===== src/rtl/mul_pkg.sv =====
// Shared definitions for the multi-cycle shift-add multiplier: default
// operand width, iteration-counter width and the controller state encoding.
package mul_pkg;

  // Default operand width and the matching iteration-counter width.
  localparam int MUL_WIDTH   = 8;
  localparam int MUL_COUNT_W = $clog2(MUL_WIDTH);

  // Controller states: waiting, iterating, result-valid pulse.
  typedef enum logic [1:0] {
    ST_IDLE = 2'd0,
    ST_RUN  = 2'd1,
    ST_FIN  = 2'd2
  } mul_state_e;

endpackage


===== src/rtl/mul_datapath.sv =====
// Datapath of the radix-2 shift-add multiplier. It holds the accumulator,
// the multiplicand/multiplier magnitudes, the latched sign information and
// the result register. The sequencing comes from the controller.
module mul_datapath
  import mul_pkg::*;
#(
  parameter int WIDTH = MUL_WIDTH
) (
  input  logic               clk,
  input  logic               rst_n,
  input  logic               load_i,     // accept edge: latch operands
  input  logic               step_i,     // one shift-add iteration
  input  logic               last_i,     // final iteration: write product
  input  logic               signed_i,
  input  logic [WIDTH-1:0]   op1_i,
  input  logic [WIDTH-1:0]   op2_i,
  output logic [2*WIDTH-1:0] product_o
);

  logic [2*WIDTH-1:0] acc_q, acc_d;
  logic [WIDTH-1:0]   mcand_q, mcand_d;
  logic [WIDTH-1:0]   mplier_q, mplier_d;
  logic               signed_q, signed_d;
  logic               sign_xor_q, sign_xor_d;
  logic [2*WIDTH-1:0] product_q, product_d;

  logic [WIDTH-1:0]   mag1;
  logic [WIDTH-1:0]   mag2;
  logic [WIDTH-1:0]   addend;
  logic [WIDTH:0]     upper_sum;
  logic [2*WIDTH-1:0] acc_shift;
  logic               neg;

  // Operand magnitudes, the add/shift step and the next-state values.
  always_comb begin
    acc_d      = acc_q;
    mcand_d    = mcand_q;
    mplier_d   = mplier_q;
    signed_d   = signed_q;
    sign_xor_d = sign_xor_q;
    product_d  = product_q;

    // |x| as an unsigned WIDTH-bit value; the most negative input maps onto
    // itself (e.g. 0x80 -> 0x80 = 128), which is the correct magnitude.
    mag1 = (signed_i && op1_i[WIDTH-1]) ? (~op1_i + WIDTH'(1)) : op1_i;
    mag2 = (signed_i && op2_i[WIDTH-1]) ? (~op2_i + WIDTH'(1)) : op2_i;

    // Add into the upper half keeping the carry, then shift the whole
    // accumulator right by one with the carry entering at the top.
    addend    = mplier_q[0] ? mcand_q : '0;
    upper_sum = {1'b0, acc_q[2*WIDTH-1:WIDTH]} + {1'b0, addend};
    acc_shift = {upper_sum, acc_q[WIDTH-1:1]};

    neg = signed_q & sign_xor_q;

    if (load_i) begin
      acc_d      = '0;
      mcand_d    = mag1;
      mplier_d   = mag2;
      signed_d   = signed_i;
      sign_xor_d = op1_i[WIDTH-1] ^ op2_i[WIDTH-1];
    end else if (step_i) begin
      acc_d    = acc_shift;
      mplier_d = mplier_q >> 1;
      if (last_i) begin
        product_d = neg ? (~acc_shift + (2*WIDTH)'(1)) : acc_shift;
      end
    end
  end

  // Datapath registers, cleared immediately by reset.
  always_ff @(posedge clk or negedge rst_n) begin
    if (!rst_n) begin
      acc_q      <= '0;
      mcand_q    <= '0;
      mplier_q   <= '0;
      signed_q   <= 1'b0;
      sign_xor_q <= 1'b0;
      product_q  <= '0;
    end else begin
      acc_q      <= acc_d;
      mcand_q    <= mcand_d;
      mplier_q   <= mplier_d;
      signed_q   <= signed_d;
      sign_xor_q <= sign_xor_d;
      product_q  <= product_d;
    end
  end

  assign product_o = product_q;

endmodule


===== src/rtl/alu_mult_unit.sv =====
// Multi-cycle WIDTHxWIDTH multiply unit. A controller FSM accepts START when
// idle or finishing, runs WIDTH shift-add iterations and pulses DONE for one
// cycle; BUSY and DONE come straight from the state register.
module alu_mult_unit
  import mul_pkg::*;
#(
  parameter int WIDTH   = MUL_WIDTH,
  parameter int COUNT_W = MUL_COUNT_W
) (
  input  logic               CLK,
  input  logic               RESET_N,
  input  logic               START,
  input  logic               SIGNED_OP,
  input  logic [WIDTH-1:0]   OPERAND1,
  input  logic [WIDTH-1:0]   OPERAND2,
  output logic               BUSY,
  output logic               DONE,
  output logic [2*WIDTH-1:0] PRODUCT,
  output logic [WIDTH-1:0]   PRODUCT_LO
);

  mul_state_e         state_q, state_d;
  logic [COUNT_W-1:0] count_q, count_d;

  logic               accept;
  logic               step;
  logic               last_iter;
  logic [2*WIDTH-1:0] product;

  // START only matters while idle or in the completion cycle; during RUN
  // it is ignored, so nothing queues up.
  assign accept    = START && ((state_q == ST_IDLE) || (state_q == ST_FIN));
  assign step      = (state_q == ST_RUN);
  assign last_iter = step && (count_q == COUNT_W'(WIDTH - 1));

  // Next-state and iteration-counter logic.
  always_comb begin
    state_d = state_q;
    count_d = count_q;
    case (state_q)
      ST_IDLE: begin
        if (START) begin
          state_d = ST_RUN;
          count_d = '0;
        end
      end
      ST_RUN: begin
        count_d = count_q + COUNT_W'(1);
        if (count_q == COUNT_W'(WIDTH - 1)) begin
          state_d = ST_FIN;
        end
      end
      ST_FIN: begin
        if (START) begin
          state_d = ST_RUN;
          count_d = '0;
        end else begin
          state_d = ST_IDLE;
        end
      end
      default: begin
        state_d = ST_IDLE;
        count_d = '0;
      end
    endcase
  end

  // Controller state and counter registers.
  always_ff @(posedge CLK or negedge RESET_N) begin
    if (!RESET_N) begin
      state_q <= ST_IDLE;
      count_q <= '0;
    end else begin
      state_q <= state_d;
      count_q <= count_d;
    end
  end

  mul_datapath #(
    .WIDTH(WIDTH)
  ) u_datapath (
    .clk      (CLK),
    .rst_n    (RESET_N),
    .load_i   (accept),
    .step_i   (step),
    .last_i   (last_iter),
    .signed_i (SIGNED_OP),
    .op1_i    (OPERAND1),
    .op2_i    (OPERAND2),
    .product_o(product)
  );

  assign BUSY       = (state_q == ST_RUN);
  assign DONE       = (state_q == ST_FIN);
  assign PRODUCT    = product;
  assign PRODUCT_LO = product[WIDTH-1:0];

endmodule

===== config.mk =====
export PLATFORM = sky130hd
export DESIGN_NAME = alu_mult_unit
export DESIGN_NICKNAME = d
export VERILOG_FILES = /design/src/rtl/mul_pkg.sv /design/src/rtl/mul_datapath.sv /design/src/rtl/alu_mult_unit.sv
export SDC_FILE = /design/constraint.sdc
export NUM_CORES = 1
export LEC_CHECK = 0
export CAP_MARGIN = 0
export CORE_MARGIN = 2
export CORE_UTILIZATION = 55
export CTS_BUF_LIST = sky130_fd_sc_hd__clkbuf_2
export CTS_CLUSTER_DIAMETER = 150
export CTS_CLUSTER_SIZE = 25
export DETAILED_ROUTE_END_ITERATION = 16
export GPL_ROUTABILITY_DRIVEN = 0
export PLACE_DENSITY = 0.81
export SETUP_SLACK_MARGIN = 0.1
export SLEW_MARGIN = 20
export SYNTH_ARGS = -nofsm -noshare
export SYNTH_HDL_FRONTEND = slang
export SYNTH_SLANG_ARGS = --single-unit

===== constraint.sdc =====
create_clock -name CLK -period 3.1 [get_ports CLK]
set_input_delay 0.62 -clock CLK [delete_from_list [all_inputs] [get_ports CLK]]
set_output_delay 0.62 -clock CLK [all_outputs]
set_load 0.01 [all_outputs]

==> summary.txt <==
Timing
  – Fmax: 0.368 GHz
  – Setup TNS: 0 ns
  – Setup violators final: 0
  – Endpoints failing hold: 0
  – Period utilisation layout: 0.877
  – Slew Viols, Final: 0
  – Final WS setup: 0.381 ns
  – Worst Hold Margin: 0.518 ns
  – Slew Limit Headroom: 0.557
  – Unrepaired setup endpoints after global routing: no
  – Clock skew: about 0.035 ns
  – Worst-Margin Slew: roughly 0.66 ns
  – Period minus WS final: approximately 2.7 ns

Drt
  – Starting DRT DRC Count: ~100
  – Drt first pass iters: 4
  – Remaining antenna violation count: 0
  – Via count: approximately 2500
  – Drt drc: 0
  – DR vias/cell: 5.69
  – Post-Route WL: 6.31 mm
  – DR WL/cell: approximately 15 um

Logic synthesis
  – #FFs+latches synth: 54
  – Syn_nets: about 360
  – Yosys warnings: 0
  – Seq/Total Area, Yosys: 0.431
  – Cells after synthesis: ~320
  – Synthesized area: around 0.0031 mm^2
  – Synth area leaders: dfrtp_1 43%, nand2_1 5.4%, ha_1 5.2%, xnor2_1 4.2%, a22o_1 3.1%
  – Leading area contributor after synthesis: dfrtp_1
  – Area share of the largest cell type after synthesis: 0.431
  – Distinct cells, synth: 57
  – Syn_area_per_cell: ~9.7 um^2

Worst setup path
  – WP buf/inv: 0
  – Critical Path Start Type: register
  – Req. time, crit path: 3.51 ns
  – CP arrival: between 3 and 4 ns
  – Reg2reg start: u_datapath.mplier_q[0]$_DFFE_PN0P_
  – Setup CP Type: reg2reg
  – CP max FO: 9
  – Crit. Startpoint: u_datapath.mplier_q[0]$_DFFE_PN0P_
  – Worst path slowest cell: dfrtp_1
  – Crit end category: register
  – CP max stage delay: around 0.51 ns
  – Worst path cell trace: and2_1 > ha_1 > fa_1 > a21oi_2 > o21bai_1 > xor2_2 > o41ai_4 > o2111ai_1 > nand3_1
  – CP delay by family, top: compound AO/OA/AOI/OAI gates

Finish
  – Commonest non-fill, non-tap cell in the layout: dfrtp_1
  – Commonest cells after routing, fill and taps aside: 54 x dfrtp_1, 45 x nand2_1, 44 x clkdlybuf4s50_1
  – Area delta synth->final: 16.6%
  – Share of layout cells above drive strength 1: 0.0942
  – Final Non-Filler Cells: about 430
  – Post-Route Utilization: 0.664
  – Layout fillers: 460
  – Final #Nets: around 390
  – Design area: approximately 0.0037 mm^2
  – Diodes inserted: 0

Power
  – Leakage: about 1.6 nW
  – VDD IR max: between 400 and 500 uV
  – P per Cell Area: ~900 mW/mm^2
  – Final Power: approximately 3.4 mW

Clocking
  – Clk pin slew, worst setup/hold paths: roughly 0.28 ns
  – Post-CTS sizing: 0
  – Worst-Skew Late Latency: between 0.4 and 0.5 ns
  – Clock sinks: 54
  – Setup repair bufs after CTS: 0
  – Htree depth: 2
  – Clock Path Buffers: 2
  – Num CTS Buffers: 5
  – TritonCTS clock tree: built
  – CTS root buf: clkbuf_2
  – Hold_buf cts: 0

Floorplan
  – Starting Density: 0.570
  – Die height: roughly 80 um
  – Core area: roughly 0.0055 mm^2
  – DIE AREA: about 0.0063 mm^2
  – # rows: 27
  – Io pins: 46
  – Die Width: between 70 and 80 um

Global routing
  – Initial antenna violation count: 0
  – First-pass GRT wire length: 10.8 mm
  – Largest net degree at the start of global routing: 38
  – Total gr overflow: 0
  – Total track usage: 0.212
  – Vias in the first global route: around 2300

Hold path
  – Hold WC Path Type: reg2reg
  – Hold Crit Start: u_datapath.mcand_q[0]$_DFFE_PN0P_

Placed design
  – Dpl ws: between 0.4 and 0.5 ns
  – Port bufs: 45
  – HPWL after DPL: roughly 4.8 mm
  – Cell area after placement: 0.00360 mm^2
  – Placed instance count: 424

Run status
  – Outcome: complete, no violations

Run
  – Max Cap Viol: 0
-- worst reg2reg max path, stage by stage (launching register included) --
cell,delay [ns]
dfrtp_1,0.51
and2_1,0.17
ha_1,0.23
fa_1,0.43
a21oi_2,0.22
o21bai_1,0.13
xor2_2,0.21
o41ai_4,0.47
o2111ai_1,0.19
nand3_1,0.13
-- layout make-up --
class	instances	area [um^2]	area share
multi-input cells	237	1640	0.448
well taps	72	90.1	0.0246
flip-flops and latches	54	1350	0.369
clock buffers	6	30.0	0.00821
clock inverters	2	13.8	0.00376
inverters	11	41.3	0.0113
repair buffers	51	493	0.135
-- power breakdown --
group	total, mW	leakage [nW]	internal, mW	switching (mW)
sequential	1.23	0.691	0.992	0.242
clock	0.283	0.0330	0.0596	0.223
combinational	1.85	0.859	0.866	0.987
total	3.37	1.58	1.92	1.45
-- metal layers --
metal / track usage / part of all wire / vias to the layer above / wire length [um]
met5: 0 / 0 / - / 0
met4: 0.0552 / 0.0054 / 0 / 34
met3: 0.0373 / 0.044 / 4 / 279
met2: 0.359 / 0.48 / 65 / 3060
met1: 0.282 / 0.47 / 1185 / 2950
li1: - / - / 1211 / -
-- cell families after synthesis --
kind of cell | share of synthesized area
mux | 0.00638
buf+inv | 0.0467
xor+xnor | 0.0826
flops | 0.431
simple gates | 0.166
compound gates | 0.209
fa+ha+maj | 0.0582
-- flip-flops by register name, indices dropped and copies added, names as in the netlist --
name / count
u_datapath.product_o: 16
state_q: 2
u_datapath.signed_q: 1
u_datapath.acc_q: 15
count_q: 3
u_datapath.sign_xor_q: 1
u_datapath.mcand_q: 8
u_datapath.mplier_q: 8
-- cells in the mapped netlist (all sizes together) --
master / instances
a221oi: 1
or4: 1
a32o: 1
o31a: 1
o41ai: 1
a211oi: 3
nor3: 5
nand3: 8
and2: 9
nand4b: 1
o211a: 1
nand2: 45
ha: 13
clkbuf: 12
a21boi: 1
o21ba: 1
mux2i: 2
nor3b: 2
a22oi: 5
o211ai: 3
o21a: 2
a31oi: 3
xnor2: 15
o21bai: 1
o31ai: 4
a221o: 1
xor2: 12
dfrtp: 54
o2111ai: 3
nand2b: 2
nor4: 2
inv: 11
nand4: 1
nor2b: 2
nand3b: 1
or3: 2
buf: 8
and3: 2
a22o: 13
nor4b: 1
o21ai: 34
a21oi: 12
fa: 1
nor2: 19
-- path summary, 6_finish.rpt --
kind / to / slack [ns] / cells after the start
worst min register to register: u_datapath.mcand_q[0]$_DFFE_PN0P_ / 0.52 / 2
max in group asynchronous: u_datapath.mcand_q[3]$_DFFE_PN0P_ / 1.70 / 3
worst max-delay path: u_datapath.product_o[14]$_DFFE_PN0P_ / 0.38 / 9
worst max register to register: u_datapath.product_o[14]$_DFFE_PN0P_ / 0.38 / 9
worst min-delay path: u_datapath.mcand_q[0]$_DFFE_PN0P_ / 0.52 / 2
min in group asynchronous: u_datapath.product_o[12]$_DFFE_PN0P_ / 0.56 / 2
Note: power is estimated with default switching activity, not from simulation.
